--- config.mk ---
export PLATFORM = sky130hd
export DESIGN_NAME = ack_bus_arbiter_seq
export DESIGN_NICKNAME = d
export VERILOG_FILES = /design/src/rtl/ack_bus_pkg.sv /design/src/rtl/ack_rr_pick.sv /design/src/rtl/ack_bus_arbiter_seq.sv
export SDC_FILE = /design/constraint.sdc
export NUM_CORES = 1
export LEC_CHECK = 0
export BUFFER_PORTS_ARGS = -buffer_cell sky130_fd_sc_hd__buf_2
export CORE_UTILIZATION = 44
export DETAILED_ROUTE_END_ITERATION = 12
export PLACE_DENSITY = 0.73
export SYNTH_ARGS = -nofsm -noshare
export SYNTH_HDL_FRONTEND = slang
export SYNTH_SLANG_ARGS = --single-unit
export TNS_END_PERCENT = 100
--- constraint.sdc ---
create_clock -name clk -period 2.27 [get_ports clk]
set_input_delay 0.227 -clock clk [delete_from_list [all_inputs] [get_ports clk]]
set_output_delay 0.227 -clock clk [all_outputs]
set_load 0.02 [all_outputs]
--- src/rtl/ack_bus_pkg.sv ---
// Shared types and constants for the sequential ACK bus arbiter.
package ack_bus_pkg;

  // Arbiter FSM states.
  typedef enum logic [1:0] {
    StIdle,
    StGrant,
    StRelease
  } state_e;

  // Source IDs for the 4-source configuration.
  localparam int unsigned ID_MEM  = 0;
  localparam int unsigned ID_SHA  = 1;
  localparam int unsigned ID_AES  = 2;
  localparam int unsigned ID_CTRL = 3;

endpackage

--- src/rtl/ack_rr_pick.sv ---
// Combinational winner picker: lowest-index first (mode=0) or round-robin
// scan starting just after ptr (mode=1).
module ack_rr_pick #(
  parameter int unsigned N_SRC = 4,
  parameter int unsigned ID_W  = $clog2(N_SRC)
) (
  input  logic [N_SRC-1:0] req,
  input  logic [ID_W-1:0]  ptr,
  input  logic             mode,
  output logic             valid,
  output logic [ID_W-1:0]  winner,
  output logic [N_SRC-1:0] onehot
);

  int unsigned     pos;
  logic [ID_W-1:0] idx;

  // Scan candidates in priority order; the first requester found wins.
  always_comb begin
    valid  = 1'b0;
    winner = '0;
    onehot = '0;
    pos    = 0;
    idx    = '0;
    for (int unsigned i = 0; i < N_SRC; i++) begin
      pos = mode ? ((32'(ptr) + 32'd1 + i) % N_SRC) : i;
      idx = ID_W'(pos);
      if (!valid && req[idx]) begin
        valid       = 1'b1;
        winner      = idx;
        onehot[idx] = 1'b1;
      end
    end
  end

endmodule

--- src/rtl/ack_bus_arbiter_seq.sv ---
// Registered ACK bus arbiter: one-hot grant held until the winner drops its
// request or the hold timeout fires, with a one-cycle release gap between grants.
module ack_bus_arbiter_seq
  import ack_bus_pkg::*;
#(
  parameter int unsigned N_SRC    = 4,
  parameter int unsigned ID_W     = $clog2(N_SRC),
  parameter int unsigned RR_MODE  = 0,
  parameter int unsigned MAX_HOLD = 255,
  parameter int unsigned CNT_W    = 8
) (
  input  logic             clk,
  input  logic             rst_n,
  input  logic [N_SRC-1:0] req,
  output logic [N_SRC-1:0] ack_ready,
  output logic [ID_W-1:0]  winner_source_id,
  output logic             ack_event,
  output logic             busy,
  output logic             timeout_flag,
  output logic [CNT_W-1:0] grant_count,
  output logic             ack_valid_n_bus_o,
  output logic [ID_W-1:0]  ack_id_bus_o
);

  // Wide enough to hold MAX_HOLD; at least one bit when the timeout is disabled.
  localparam int unsigned HoldW = $clog2(MAX_HOLD + 2);

  state_e           state_q, state_d;
  logic [N_SRC-1:0] ack_ready_q, ack_ready_d;
  logic [ID_W-1:0]  winner_q, winner_d;
  logic [ID_W-1:0]  rr_ptr_q, rr_ptr_d;
  logic             ack_event_q, ack_event_d;
  logic             timeout_q, timeout_d;
  logic [CNT_W-1:0] cnt_q, cnt_d;
  logic [HoldW-1:0] hold_q, hold_d;

  logic             pick_valid;
  logic [ID_W-1:0]  pick_id;
  logic [N_SRC-1:0] pick_onehot;
  logic             hold_last;

  ack_rr_pick #(
    .N_SRC (N_SRC),
    .ID_W  (ID_W)
  ) u_pick (
    .req    (req),
    .ptr    (rr_ptr_q),
    .mode   (RR_MODE != 0),
    .valid  (pick_valid),
    .winner (pick_id),
    .onehot (pick_onehot)
  );

  // Current GRANT cycle is the MAX_HOLD-th one.
  assign hold_last = (hold_q + HoldW'(1)) == HoldW'(MAX_HOLD);

  // State and datapath registers.
  always_ff @(posedge clk or negedge rst_n) begin
    if (!rst_n) begin
      state_q     <= StIdle;
      ack_ready_q <= '0;
      winner_q    <= '0;
      rr_ptr_q    <= ID_W'(N_SRC - 1);
      ack_event_q <= 1'b0;
      timeout_q   <= 1'b0;
      cnt_q       <= '0;
      hold_q      <= '0;
    end else begin
      state_q     <= state_d;
      ack_ready_q <= ack_ready_d;
      winner_q    <= winner_d;
      rr_ptr_q    <= rr_ptr_d;
      ack_event_q <= ack_event_d;
      timeout_q   <= timeout_d;
      cnt_q       <= cnt_d;
      hold_q      <= hold_d;
    end
  end

  // Next-state: arbitrate in IDLE, hold in GRANT, one gap cycle in RELEASE.
  always_comb begin
    state_d     = state_q;
    ack_ready_d = ack_ready_q;
    winner_d    = winner_q;
    rr_ptr_d    = rr_ptr_q;
    ack_event_d = 1'b0;
    timeout_d   = timeout_q;
    cnt_d       = cnt_q;
    hold_d      = hold_q;
    unique case (state_q)
      StIdle: begin
        if (pick_valid) begin
          state_d     = StGrant;
          ack_ready_d = pick_onehot;
          winner_d    = pick_id;
          rr_ptr_d    = pick_id;
          ack_event_d = 1'b1;
          hold_d      = '0;
          if (cnt_q != '1) cnt_d = cnt_q + CNT_W'(1);
        end
      end
      StGrant: begin
        hold_d = hold_q + HoldW'(1);
        // Only the winner's own request matters; other requesters never preempt.
        if (!req[winner_q]) begin
          state_d     = StRelease;
          ack_ready_d = '0;
        end else if ((MAX_HOLD != 0) && hold_last) begin
          state_d     = StRelease;
          ack_ready_d = '0;
          timeout_d   = 1'b1;
        end
      end
      StRelease: begin
        state_d = StIdle;
      end
      default: begin
        state_d     = StIdle;
        ack_ready_d = '0;
      end
    endcase
  end

  // Registered outputs.
  always_comb begin
    ack_ready        = ack_ready_q;
    winner_source_id = winner_q;
    ack_event        = ack_event_q;
    busy             = (state_q != StIdle);
    timeout_flag     = timeout_q;
    grant_count      = cnt_q;
  end

  // Wired-AND image of the open-drain bus, straight from req.
  always_comb begin
    ack_valid_n_bus_o = ~|req;
    ack_id_bus_o      = '1;
    for (int unsigned i = 0; i < N_SRC; i++) begin
      if (req[ID_W'(i)]) ack_id_bus_o = ack_id_bus_o & ID_W'(i);
    end
  end

endmodule

# [Yosys cells after proc, flatten, opt, wreduce, memory -nomap -nowiden]
# Cells that the tools add are included.
[totals] register_bits=27 output_inout_bits=20 word_cells=62
[op_classes] addsub=2 magnitude_cmp=1 n_eq_ne=6 n_mux=28 bitwise=1 n_reduce_logical=17
[op_table] op="$pmux 9 s2" n=1
[op_table] op="$mux 2" n=8
[op_table] op="$mux 4" n=4
[op_table] op="$pmux 4 s3" n=1
[op_table] op="$mux 1" n=10
[op_table] op="$add 9x1->9 const B" n=1
[op_table] op="$eq 9x8->1 const B" n=1
[op_table] op="$mux 9" n=1
[op_table] op="$reduce_and 3->1" n=3
[op_table] op="$add 8x1->8 const B" n=1
[op_table] op="$ne 8x8->1 const B" n=1
[op_table] op="$reduce_and 2->1" n=3
[op_table] op="$logic_not 1->1" n=4
[op_table] op="$pmux 2 s2" n=1
[op_table] op="$reduce_bool 2->1" n=2
[op_table] op="$reduce_or 4->1" n=1
[op_table] op="$logic_and 1x1->1" n=3
[op_table] op="$lt 2x3->1 const B" n=1
[op_table] op="$mux 3" n=1
[op_table] op="$ne 3x3->1 const B" n=1
[op_table] op="$bmux 1 s2" n=1
[op_table] op="$eq 2x1->1 const B" n=1
[op_table] op="$eq 2x2->1 const B" n=1
[op_table] op="$logic_not 2->1" n=1
[op_table] op="other kinds (2)" n=2

# [Depth between registers and ports, before layout]
[logic_depth] depth_word=12 mapped_depth=7 mapped_depth_nobuf=6

# [By module]
# Synthesis repeated with hierarchy kept, for this count alone.
[hier_totals] hier_cells=234 hier_area_um2=2075.7
[modules_own_cells] module="ack_bus_arbiter_seq" n_inst=1 cells_per_inst=165 area_each_um2=1546.5 seq_area_each_um2=728.2
[modules_own_cells] module="ack_rr_pick" n_inst=1 cells_per_inst=69 area_each_um2=529.3 seq_area_each_um2=0.0

# [Worst setup path before layout]
# Ideal clock, no wire load.
[synth_path] path_type="register -> register" from="reg hold_q[0]" to="reg state_q[0]" t_arrival_ps=1567 required_ps=2114 slack_ps=548 stages_incl_launch_ff=8 n_path_buf=1 period_less_slack_ps=1722 path_cell_list="dfrtp_1 > ha_1 > buf_2 > a21oi_1 > nor3_1 > o22a_1 > nor3b_2 > o22ai_1"
[synth_via] elab_chain_len=4
[synth_lines] item="from (decl)" line="ack_bus_arbiter_seq.sv:35" text="logic [HoldW-1:0] hold_q, hold_d;"
[synth_lines] item="from (signal assigned)" line="ack_bus_arbiter_seq.sv:76" text="hold_q <= hold_d;"
[synth_lines] item="$add 9x1->9" line="ack_bus_arbiter_seq.sv:55" text="assign hold_last = (hold_q + HoldW'(1)) == HoldW'(MAX_HOLD);"
[synth_lines] item="$eq 9x8->1" line="ack_bus_arbiter_seq.sv:55"
[synth_lines] item="$ne 3x3->1 (no source line)"
[synth_lines] item="$reduce_and 2->1 (no source line)"
[synth_lines] item="to (signal assigned)" line="ack_bus_arbiter_seq.sv:60" text="state_q <= StIdle;"
[synth_lines] item="to (signal assigned)" line="ack_bus_arbiter_seq.sv:69" text="state_q <= state_d;"
[synth_lines] item="to (decl)" line="ack_bus_arbiter_seq.sv:28" text="state_e state_q, state_d;"
# Every way passes these cells.
# A chain may end at the register's enable or synchronous reset.

# [Worst setup path in the final report]
[layout_path] from="reg hold_q[0]" to="reg ack_ready_q[0] (netlist: ack_ready[0])"
[layout_via] elab_chain_len=4
[layout_lines] item="$add 9x1->9" line="ack_bus_arbiter_seq.sv:55"
[layout_lines] item="$eq 9x8->1" line="ack_bus_arbiter_seq.sv:55"
[layout_lines] item="$ne 3x3->1 (no source line)"
[layout_lines] item="$reduce_and 3->1 (no source line)"
[layout_lines] item="to (signal assigned)" line="ack_bus_arbiter_seq.sv:70" text="ack_ready_q <= ack_ready_d;"
[layout_lines] item="to (decl)" line="ack_bus_arbiter_seq.sv:29" text="logic [N_SRC-1:0] ack_ready_q, ack_ready_d;"
# Every way passes these cells.

==> impl_metrics.csv <==
group,metric,value,unit
power_and_ir_drop,powerDensity,1100,nW/µm²
synth,synth_cells,157,
final_layout,n_antenna_cell,0,
clocking,clockRootBuffer,"clkbuf_4",
floorplanning,start_util,46.6,%
route,drt_first_pass_iters,4,
floorplanning,core-area,3360,µm²
synth,synthMuxAreaShare,3.75,%
timing,post-route-period-util,89.8,%
route,post_drt_wl_per_cell,14.0,µm
worst_setup_path,crit_required,2470,ps
route,wl_met3,120,µm
clocking,clk_pin_slew,140,ps
clocking,cts_sinks,27,
clocking,clockBufferDepth,2,
final_layout,layout-drive-gt1-share,25.7,%
synth,yosys.area_share.simple,23.1,%
route,wl,3.21,mm
global_routing,grt_pass1_wl,5.25,mm
timing,hold_viol,0,
synth,yosys.area.top_type,"dfrtp_1",
synth,synth_compound_area_share,20.0,%
clocking,clk_latency,320,ps
synth,synth_ff_type,"dfrtp_1",
synth,ys_warn_count,0,
final_layout,nets,193,
timing,layout_setup_ws,232,ps
global_routing,grt_usage,18.7,%
timing,max-slew-margin-rel,60.7,%
placement,dp_hpwl,2.36,mm
worst_setup_path,crit_arrival,2240,ps
worst_setup_path,cp-end-kind,"register",
synth,syn_nets,166,
floorplanning,die_h,61.7,µm
min_path,hold_path_class,"primary input to register",
clocking,tritoncts,"built",
synth,synth_area,1570,µm²
synth,synth.top_cell.area_share,43.1,%
clocking,cts_inserted_buffers,3,
run_status,status,"completed",
timing,final-setup-viol-count,0,
power_and_ir_drop,peakVddDrop,657,µV
route,viasPerCell,5.69,
route,drt_drc_violations_left,0,
global_routing,antenna_found_initial,0,
placement,routabilityCongestion,0.848,
power_and_ir_drop,p_leak,0.792,nW
route,drt_iter0_markers,102,
synth,synth_seq_area_share,43.1,%
final_layout,synthToLayoutAreaGrowth,13.2,%
timing,fin_skew,1.83,ps
timing,fmax,0.491,GHz
timing,tightest_slew,589,ps
synth,synth.distinct_cells,46,
synth,synth.avg_cell_area,9.98,µm²
final_layout,fill_cells,341,
route,vias,1303,
worst_setup_path,ff2ff_setup_slack,230,ps
floorplanning,fp.dieW,61.7,µm
placement,pre_cts_ws,204,ps
synth,ys_seq_elements,27,
clocking,cts_setup_buffers,0,
final_layout,multiInputGateArea,843,µm²
synth,synth_area_leaders,"dfrtp_1, o21ai_1, nand3_1",
worst_setup_path,critPathMaxFanout,11,
route,m1WireLength,1.51,mm
route,routed.top_layer,"met4",
timing,drv_slew,0,
worst_setup_path,critPathKind,"register to register",
floorplanning,dieArea,3800,µm²
timing,min_period,2040,ps
placement,portBuffers,25,
synth,synth_top_family_by_area,"simple AND/OR/NAND/NOR gates",
timing,tns,0,ps
clocking,htree_levels,1,
route,met2_length,1.56,mm
job,maxCapViolCount,0,
worst_setup_path,start_kind,"register",
synth,synth-adder-area-share,2.40,%
final_layout,fin_util,52.7,%
global_routing,grt_max_degree,28,
synth,synth_xor_area_share,4.47,%
synth,synthArstFlopShare,100,%
synth,synth-edff-count,0,
route,drtAntennaViolNets,0,
global_routing,grt_pass1_vias,1176,
floorplanning,rows,21,
floorplanning,io_pins,26,
final_layout,seq_area,676,µm²
global_routing,grt-ovfl-total,0,
timing,rsz0062_at_grt,"false",
==> synth_stat cells, types with 2 or more instances <==
cell / count
a21oi_1: 9
a31oi_1: 3
and2_1: 2
and3_1: 4
and3_4: 2
buf_4: 2
clkbuf_1: 3
dfrtp_1: 27
ha_1: 3
inv_1: 4
nand2_1: 9
nand2b_1: 3
nand3_1: 11
nand4_1: 6
nor2_1: 13
nor2_4: 2
nor3_1: 3
o21ai_1: 13
o22a_1: 2
o22ai_1: 2
o31ai_1: 2
o41ai_1: 2
xnor2_1: 5
xor2_1: 3
==> layout make-up <==
type | count | share of cell area (%)
well taps | 46 | 3.25
multi-input cells | 119 | 47.6
clock inverters | 1 | 0.282
clock buffers | 3 | 1.27
inverters | 5 | 1.06
repair buffers | 28 | 8.47
flip-flops and latches | 27 | 38.1
==> layout by cell type (no fill, tap or decap), types with 3 or more instances in the layout <==
master / n
a21oi_1: 9
a31oi_1: 3
and3_1: 4
buf_2: 25
clkbuf_4: 3
dfrtp_1: 27
inv_1: 4
nand2_1: 9
nand2b_1: 3
nand3_1: 11
nand4_1: 6
nor2_1: 13
nor3_1: 3
o21ai_1: 13
xnor2_1: 5
xor2_1: 3
==> worst paths after layout <==
check,end,depth (start not counted),from
max,ack_ready[0],6,hold_q[0]
min,ack_event,3,req[3]
max reg2reg,ack_ready[0],6,hold_q[0]
min reg2reg,timeout_flag,1,timeout_flag
max in group asynchronous,winner_source_id[0],2,rst_n
min in group asynchronous,hold_q[7],2,rst_n
==> where the power goes <==
group          leakage (nW)  internal, mW  switching [mW]
clock                0.0177        0.0660           0.141
sequential            0.353         0.615           0.189
combinational         0.421         0.390           0.554
==> state kept, by name (all words and copies together) (netlist names) <==
register          count
winner_source_id      2
grant_count           8
state_q               2
hold_q                9
timeout_flag          1
ack_ready             4
ack_event             1
==> per-layer routing <==
layer / GRT usage (%) / vias up
li1: - / 632
met1: 25.4 / 633
met2: 30.6 / 36
met3: 3.78 / 2
met4: 4.44 / 0
met5: 0 / -
==> what timing repair did <==
| action | 4_1_cts | 5_1_grt |
|---|---|---|
| gates resized for setup | 0 | 1 |
| hold endpoints to repair | 27 | 0 |
| hold buffers | 1 | 0 |
| endpoints found under the setup margin | 0 | 4 |
==> kinds of logic (layout without fill, tap and decap cells) <==
group | after synthesis | after routing
buffers and inverters | 11 | 37
XOR/XNOR | 8 | 8
AND/OR/NAND/NOR | 62 | 62
AO/OA/AOI/OAI | 42 | 42
adder cells (fa/ha/maj) | 3 | 3
multiplexers | 4 | 4
flip-flops | 27 | 27
==> worst max-delay path, cell delays in order (launching register included) <==
cell     delay, ps
dfrtp_1        490
ha_2           330
nand4_1        190
xor2_1         180
o22ai_1        230
nor3b_2        350
a31oi_1        140
==> per-stage QoR <==
step | total power, mW | hold WS (ps) | instances | area [µm²]
2_1_floorplan | 1.48 | -68.6 | 157 | 1570
3_3_place_gp | 1.72 | 262 | 224 | 1730
3_5_place_dp | 1.75 | 273 | 224 | 1730
4_1_cts | 1.96 | 228 | 229 | 1770
5_1_grt | 2.09 | 237 | 229 | 1770
6_report | 1.96 | 243 | 229 | 1770
Power figures use the tool's default switching activity.
